<file path="src/rtl/counter_frequency_div_100_pkg.sv">
// Shared prescaler definitions: default ratio and counter width helper.
// Reused by the seconds/minutes counters of the microwave controller.
package counter_frequency_div_100_pkg;

  localparam int DIV_100 = 100;

  function automatic int cnt_width(input int n);
    int w;
    w = 1;
    while ((1 << w) < n) w++;
    return w;
  endfunction

endpackage

</file>
<file path="src/rtl/counter_frequency_div_100_mod_counter.sv">
// Modulo-MOD up counter with async reset and combinational wrap flag.
// Any value at or above MOD-1 wraps to 0 on the next edge.
module mod_counter
  import counter_frequency_div_100_pkg::*;
#(
  parameter int MOD = DIV_100,
  localparam int CW = cnt_width(MOD)
) (
  input  logic          clk,
  input  logic          reset,
  output logic [CW-1:0] count,
  output logic          wrap
);

  localparam logic [CW-1:0] LAST = CW'(MOD - 1);

  logic [CW-1:0] count_d;
  logic [CW-1:0] count_q;

  always_comb begin
    wrap    = (count_q >= LAST);
    count_d = wrap ? '0 : count_q + CW'(1);
  end

  always_ff @(posedge clk or posedge reset) begin
    if (reset) begin
      count_q <= '0;
    end else begin
      count_q <= count_d;
    end
  end

  assign count = count_q;

endmodule

</file>
<file path="src/rtl/counter_frequency_div_100.sv">
// Prescaler: f_clk/DIV square wave, period tick and live count.
// All outputs are registered; out follows the next count value.
module counter_frequency_div_100
  import counter_frequency_div_100_pkg::*;
#(
  parameter int DIV = DIV_100,
  localparam int CW = cnt_width(DIV)
) (
  input  logic          clk,
  input  logic          reset,
  output logic          out,
  output logic          tick,
  output logic [CW-1:0] count
);

  localparam logic [CW-1:0] HALF = CW'(DIV / 2);

  logic [CW-1:0] cnt;
  logic          wrap;
  logic [CW-1:0] cnt_nxt;
  logic          out_d;
  logic          out_q;
  logic          tick_d;
  logic          tick_q;

  mod_counter #(
    .MOD(DIV)
  ) u_cnt (
    .clk  (clk),
    .reset(reset),
    .count(cnt),
    .wrap (wrap)
  );

  // Same next value the counter loads, so out lines up with count.
  always_comb begin
    cnt_nxt = wrap ? '0 : cnt + CW'(1);
    out_d   = (cnt_nxt >= HALF);
    tick_d  = wrap;
  end

  always_ff @(posedge clk or posedge reset) begin
    if (reset) begin
      out_q  <= 1'b0;
      tick_q <= 1'b0;
    end else begin
      out_q  <= out_d;
      tick_q <= tick_d;
    end
  end

  assign out   = out_q;
  assign tick  = tick_q;
  assign count = cnt;

endmodule

</file>
<file path="config.mk">
export PLATFORM = sky130hd
export DESIGN_NAME = counter_frequency_div_100
export DESIGN_NICKNAME = d
export VERILOG_FILES = /design/src/rtl/counter_frequency_div_100_pkg.sv /design/src/rtl/counter_frequency_div_100_mod_counter.sv /design/src/rtl/counter_frequency_div_100.sv
export SDC_FILE = /design/constraint.sdc
export NUM_CORES = 1
export LEC_CHECK = 0
export BUFFER_PORTS_ARGS = -buffer_cell sky130_fd_sc_hd__buf_2
export CORE_AREA = 2 2 39 41
export CTS_CLUSTER_DIAMETER = 100
export DETAILED_ROUTE_END_ITERATION = 8
export DIE_AREA = 0 0 41 43
export GPL_TIMING_DRIVEN = 1
export PLACE_DENSITY = 0.6
export SLEW_MARGIN = 20
export SYNTH_ARGS = -nofsm -noshare
export SYNTH_HDL_FRONTEND = slang
export SYNTH_SLANG_ARGS = --single-unit
</file>
<file path="constraint.sdc">
create_clock -name clk -period 2.9 [get_ports clk]
set_clock_uncertainty 0.05 [all_clocks]
set_input_delay 0.435 -clock clk [delete_from_list [all_inputs] [get_ports clk]]
set_output_delay 0.435 -clock clk [all_outputs]
set_load 0.05 [all_outputs]
</file>
==> metrics, run 1 <==
Ys Warns 0; clk_lat worst skew 260 ps; Reg area 225 um2; clock buffer count from CTS 3; Mapped Nets 43; cell area after layout 520 um2; layout cells sized above 1 32.1%; total die area 1760 um2; diode count 0; sequential share of power 56.0%; Pwr Total 0.224 mW; Port Buf Inserts 10; Fin. Hold Viols 0; largest net degree at the start of global routing 10; Pleak 0.229 nW; via/cell ratio 4.83; Die W 41 um; met2 GRT Util 16.3%; register area share after synthesis 52.5%; initial detailed-routing violation count 4; Achievable Freq 573 MHz; Clock H-tree levels 1; CP cell instances ha_1, nor4_2, a21oi_2, nor4bb_1, a211o_1; synthesized cell area 429 um2; Slew Limit Fails 0; max-cap violation count 0; DP Cell Count 65; GR Overflow Total 0; Worst Setup End Kind register; routed via count 333; largest area contributor in the netlist dfrtp_1; status finished clean; M1 GR Usage 16.7%; GRT Overall Usage 12.5%; net switching power 0.0451 mW; critical path class reg -> reg; Clk pin slew, worst setup/hold paths 60 ps; initial antenna violation count 0; max incr delay on CP 430 ps; WL/cell 11.9 um; CTS tree yes; Ports 11; Synth cell types 19; multi-input logic area 195 um2; hpwl dp 591 um; Worst setup SP type register; TNS Setup 0 ps; antenna-violating nets left 0; Sink Count 9; Crit path required time 3060 ps; final WL 819 um; Starting Density 31.0%; Mapped Cells 40; global routing's busiest layer met1; Filler cells 138; Net Sw Frac 20.1%; GRT met3 Usage 7.85%; Final Setup Violations 0; P_int 0.179 mW; Clock power frac 42.7%; pwr/cell area 431 nW/um2; drt drc 0; Tcrit/Tclk final 60.2%; Rel. slew slack 75.2%; synth top area cells dfrtp_1 52%, xnor2_1 8.2%, nor2_1 4.4%, a21oi_2 4.1%, ha_1 2.9%; Min-Delay Path Class in -> async; placed cell areas 494 um2; Max FO, Critical Path 9; slowest stage cell, crit path dfrtp_1; Yosys reg bits 9; Post-CTS Setup Repair Bufs 0; Final Net Count 57; RePlAce Congestion 0.781; chip height 43 um; top-area cell type share of the netlist area 52.5%; clock buffer depth 2; combinational group share of total power 1.3%; Arrival @ worst endpoint 1900 ps; Worst-Margin Slew 372 ps; final non-filler cell total 69; first drt pass iteration count 2; Worst VDD drop 0.343 mV; synth-to-layout area growth 21.3%; hold buffers post-CTS 0; post-cts resize count 0; syn_area_per_cell 10.7 um2; minimum clock period after layout 1750 ps; CTS Root Cell clkbuf_4; standard-cell rows 14; Core Region 1380 um2; first-pass GRT wire length 1440 um; RSZ-0062 raised after global routing false; vias in the first global route 323
cell usage after synthesis (all sizes together):
cell,count
a211o,1
a21oi,2
nor3,2
nor2b,2
inv,1
nor4,2
a221oi,1
ha,1
nor2,5
and3,1
and2b,1
xnor2,4
nand2,3
nor4bb,1
buf,1
dfrtp,9
nand3,2
a31oi,1
layout by cell type (no fill, tap or decap), drive strengths merged:
cell / instances
buf: 10
nor4: 2
and3: 1
inv: 1
a211o: 1
a221oi: 1
a21oi: 2
and2b: 1
dfrtp: 9
nor2b: 2
nor3: 2
nor2: 5
nand2: 3
nor4bb: 1
a31oi: 1
ha: 1
xnor2: 4
clkbuf: 4
nand3: 2
metrics by stage:
stage          setup WS [ps]  util, %  hold slack (ps)
2_1_floorplan            961        -              213
3_3_place_gp            1190     35.7              350
3_5_place_dp            1150     35.7              354
4_1_cts                 1150     37.6             73.3
5_1_grt                  983     37.6             74.8
6_report                1150     37.6             63.7
routing by layer:
layer | vias up | share of wire [%]
li1 | 168 | -
met1 | 155 | 49
met2 | 10 | 44
met3 | 0 | 6.8
met4 | 0 | 0
met5 | - | 0
sequential cells by signal (all words and copies together), names as in the netlist:
signal,cells
tick,1
out,1
u_cnt.count,7
kinds of logic after synthesis:
family	synth area share (%)
AO/OA/AOI/OAI	9.62
XOR/XNOR	8.16
adder cells (fa/ha/maj)	2.91
buffers and inverters	2.04
flip-flops	52.5
AND/OR/NAND/NOR	24.8
final timing paths:
| kind | startpoint | to | cells after the start | slack (ps) |
|---|---|---|---|---|
| hold reg to reg | u_cnt.count[6] | u_cnt.count[2] | 1 | 470 |
| max in group asynchronous | reset | u_cnt.count[1] | 2 | 2480 |
| min in group clk | u_cnt.count[6] | u_cnt.count[2] | 1 | 470 |
| setup / recovery | u_cnt.count[0] | out | 5 | 1150 |
| hold / removal | reset | out | 2 | 60 |
| setup reg to reg | u_cnt.count[0] | out | 5 | 1150 |
layout make-up:
type                    instances  share of cell area (%)
multi-input cells              29                    37.5
inverters                       1                   0.721
clock buffers                   4                    5.05
well taps                      16                    3.85
flip-flops and latches          9                    43.3
repair buffers                 10                    9.62
power groups by stage:
| stage | registers, mW | clock network (mW) | logic (mW) |
|---|---|---|---|
| after floorplan | 0.128 | 0 | 0.00195 |
| after global placement | 0.128 | 0 | 0.00307 |
| after detailed placement | 0.128 | 0 | 0.00312 |
| after CTS | 0.126 | 0.0991 | 0.00320 |
| after global routing | 0.125 | 0.109 | 0.00347 |
| final | 0.126 | 0.0956 | 0.00294 |
worst max-delay path, delay by kind of cell (launching register included):
kind | cells | cell delay [ps]
flip-flops | 1 | 430
adder cells (fa/ha/maj) | 1 | 280
AO/OA/AOI/OAI | 2 | 310
AND/OR/NAND/NOR | 2 | 630
(Power assumes the default switching activity.)
==> run 2: changes to the inputs <==
- ABC_AREA: unset -> 1
- PLACE_DENSITY: 0.6 -> 0.62
- clock period: 2.9 -> 1.64 ns (I/O delays scaled with it)
==> metrics, run 2 <==
status finished clean; Worst-Margin Slew 365 ps (-6.86 ps); layout cells sized above 1 33.3% (+1.3 points); Fin. Hold Viols 0 (unchanged); first-pass GRT wire length 1260 um (-12%); Starting Density 32.5% (+1.4 points); register area share after synthesis 50.1% (-2.3 points); commonest non-fill, non-tap cell in the layout nand2_1; largest net degree at the start of global routing 10 (unchanged); antenna-violating nets left 0 (unchanged); Mapped Cells 54 (+35%); main flop type after synthesis dfrtp_1; Yosys reg bits 9 (unchanged); most frequent cells in the layout 12 x nand2_1, 10 x buf_2, 9 x inv_1; EDFF count, synth 0 (unchanged); PnR worst setup slack 166 ps (-988 ps); GRT Overall Usage 11.2% (-1.3 points); Buf/Inv on CP 0 (unchanged); crit-path leading delay family simple AND/OR/NAND/NOR gates; Fin Hold WS 455 ps (+392 ps); drt drc 0 (unchanged); syn_area_per_cell 8.32 um2 (-22%); Worst Setup End Kind register; via/cell ratio 4.34 (-10%); routed via count 369 (+11%); pre-CTS WS 163 ps (-989 ps); largest area contributor in the netlist dfrtp_1; clk_lat worst skew 260 ps (about the same); Ys Warns 0 (unchanged); M1 GR Usage 15.7% (-1.1 points); max incr delay on CP 440 ps (about the same); initial antenna violation count 0 (unchanged); commonest cells in the netlist 12 x nand2_1, 9 x dfrtp_1, 9 x inv_1; met2 GRT Util 14.1% (-2.2 points); count leader, synth nand2_1; Synth async-reset ratio 100% (unchanged); Achievable Freq 678 MHz (+18%); Filler cells 147 (+6.5%); global routing's busiest layer met1; final WL 824 um (+0.61%); Clock H-tree levels 1 (unchanged); initial detailed-routing violation count 10 (+6); Pwr Total 0.399 mW (+78%); Worst VDD drop 0.371 mV (+8.2%); Die W 41 um (unchanged); Rel. slew slack 75.6% (+0.43 points); combinational group share of total power 1.9% (+0.6 points); max reg flops 7 (unchanged); vias in the first global route 306 (-5.3%); R2R cell count 8 (+3); Crit. path cell count 8 (+3); RePlAce Congestion 0.700 (-10%); P_int 0.318 mW (+78%); GR Overflow Total 0 (unchanged); Ports 11 (unchanged); max-cap violation count 0 (unchanged); clock buffer count from CTS 3 (unchanged); Final Net Count 73 (+28%); clock buffer depth 2 (unchanged); net switching power 0.0806 mW (+79%); WL/cell 9.69 um (-18%); first drt pass iteration count 4 (+2); CTS tree yes; Mapped Nets 57 (+33%); hpwl dp 630 um (+6.5%); Synth cell types 14 (-5); CP cell instances ha_1, nor2_2, nand3_2, nand2_4, nand3_2, nor2_2, nand2_1, nand2_1; Net Sw Frac 20.2% (+0.10 points); synthesized cell area 449 um2 (+4.7%); top-area cell type share of the netlist area 50.1% (-2.3 points); pwr/cell area 716 nW/um2 (+66%); minimum clock period after layout 1470 ps (-272 ps); Sink Count 9 (unchanged); Core Region 1380 um2 (unchanged); Clock power frac 42.4% (-0.3 points); Core Util, Final 40.2% (+2.6 points); TNS Setup 0 ps (unchanged); Slew Limit Fails 0 (unchanged); Tcrit/Tclk final 89.9% (+30 points); RSZ-0062 raised after global routing false; diode count 0 (unchanged); CTS Root Cell clkbuf_4; slowest stage cell, crit path dfrtp_2; Pleak 0.334 nW (+46%); Worst setup SP type register; sequential share of power 55.7% (-0.3 points); synth-to-layout area growth 24.0%; critical path class reg -> reg; chip height 43 um (unchanged); Max FO, Critical Path 8 (-1); Arrival @ worst endpoint 1620 ps (-280 ps); Min-Delay Path Class in -> async; standard-cell rows 14 (unchanged); Crit path required time 1790 ps (-1270 ps); GRT met3 Usage 1.57% (-6.3 points); Final Setup Violations 0 (unchanged); Port Buf Inserts 10 (unchanged); Clk pin slew, worst setup/hold paths 60 ps (about the same); synth top area cells dfrtp_1 50%, nand2_1 10%, inv_1 7.5%, nand3_2 6.7%, nand3_1 4.5%; total die area 1760 um2 (unchanged)
==> run 2: cell types whose count changed in the layout (fill, tap and decap cells not counted), sizes merged, moves of 2 or more <==
cell / previous run / this run
nand2: 3 / 13
xnor2: 4 / 0
nor2: 5 / 7
inv: 1 / 12
nand3: 2 / 7
a21oi: 2 / 0
o21ai: 0 / 2
nor4: 2 / 0
nor2b: 2 / 0
==> run 2: final timing paths <==
path / from / end / slack [ps]
worst max-delay path: u_cnt.count[0] / out / 170
worst min-delay path: reset / u_cnt.count[6] / 460
max in group asynchronous: reset / u_cnt.count[0] / 790
worst min register to register: u_cnt.count[0] / u_cnt.count[0] / 460
min in group clk: u_cnt.count[0] / u_cnt.count[0] / 460
worst max register to register: u_cnt.count[0] / out / 170
==> run 2: cells by family after synthesis <==
group / synth area share, %
AOI/OAI and AO/OA: 3.90
adders and majority gates: 2.79
buffers and inverters: 10.0
DFF: 50.1
and+or+nand+nor: 33.1
==> run 2: area by class of cell <==
| type | count | area, um2 | area share, % |
|---|---|---|---|
| clock buffers | 4 | 26.3 | 4.72 |
| multi-input cells | 33 | 179 | 32.1 |
| flip-flops and latches | 9 | 226 | 40.7 |
| well taps | 16 | 20.0 | 3.60 |
| repair buffers | 11 | 60.1 | 10.8 |
| inverters | 12 | 45.0 | 8.09 |
==> run 2: through the flow <==
stage / std cells / instance area, um2
floorplan: 54 / 450
finish: 85 / 557
global route: 85 / 557
detailed placement: 80 / 520
global placement: 80 / 520
CTS: 85 / 557
==> run 2: what timing repair did <==
| action | 4_1_cts | 5_1_grt |
|---|---|---|
| endpoints found under the setup margin | 0 | 0 |
| hold buffers | 1 | 0 |
| setup buffers | 0 | 0 |
| hold endpoints to repair | 9 | 0 |
| gates resized for setup | 0 | 0 |
==> run 2: worst reg2reg max path, cell delays in order (launching register included) <==
cell and delay [ps]:
dfrtp_2 440, ha_1 240, nor2_2 170, nand3_2 110, nand2_4 110, nand3_2 90
nor2_2 100, nand2_1 50, nand2_1 60
==> run 2: power groups by stage <==
stage	logic, mW	registers (mW)	clock network [mW]
after floorplan	0.00344	0.226	0
after global placement	0.00553	0.226	0
after detailed placement	0.00589	0.226	0
after CTS	0.00768	0.222	0.176
after global routing	0.00896	0.222	0.182
final	0.00756	0.222	0.169
==> run 2: metal layers <==
layer  wire [um]  part of all wire, %  vias to the layer above
met5           0                    0                        -
met4          13                  1.6                        0
met3          30                  3.6                        2
met2         371                   45                        9
met1         409                   50                      162
li1            -                    -                      196
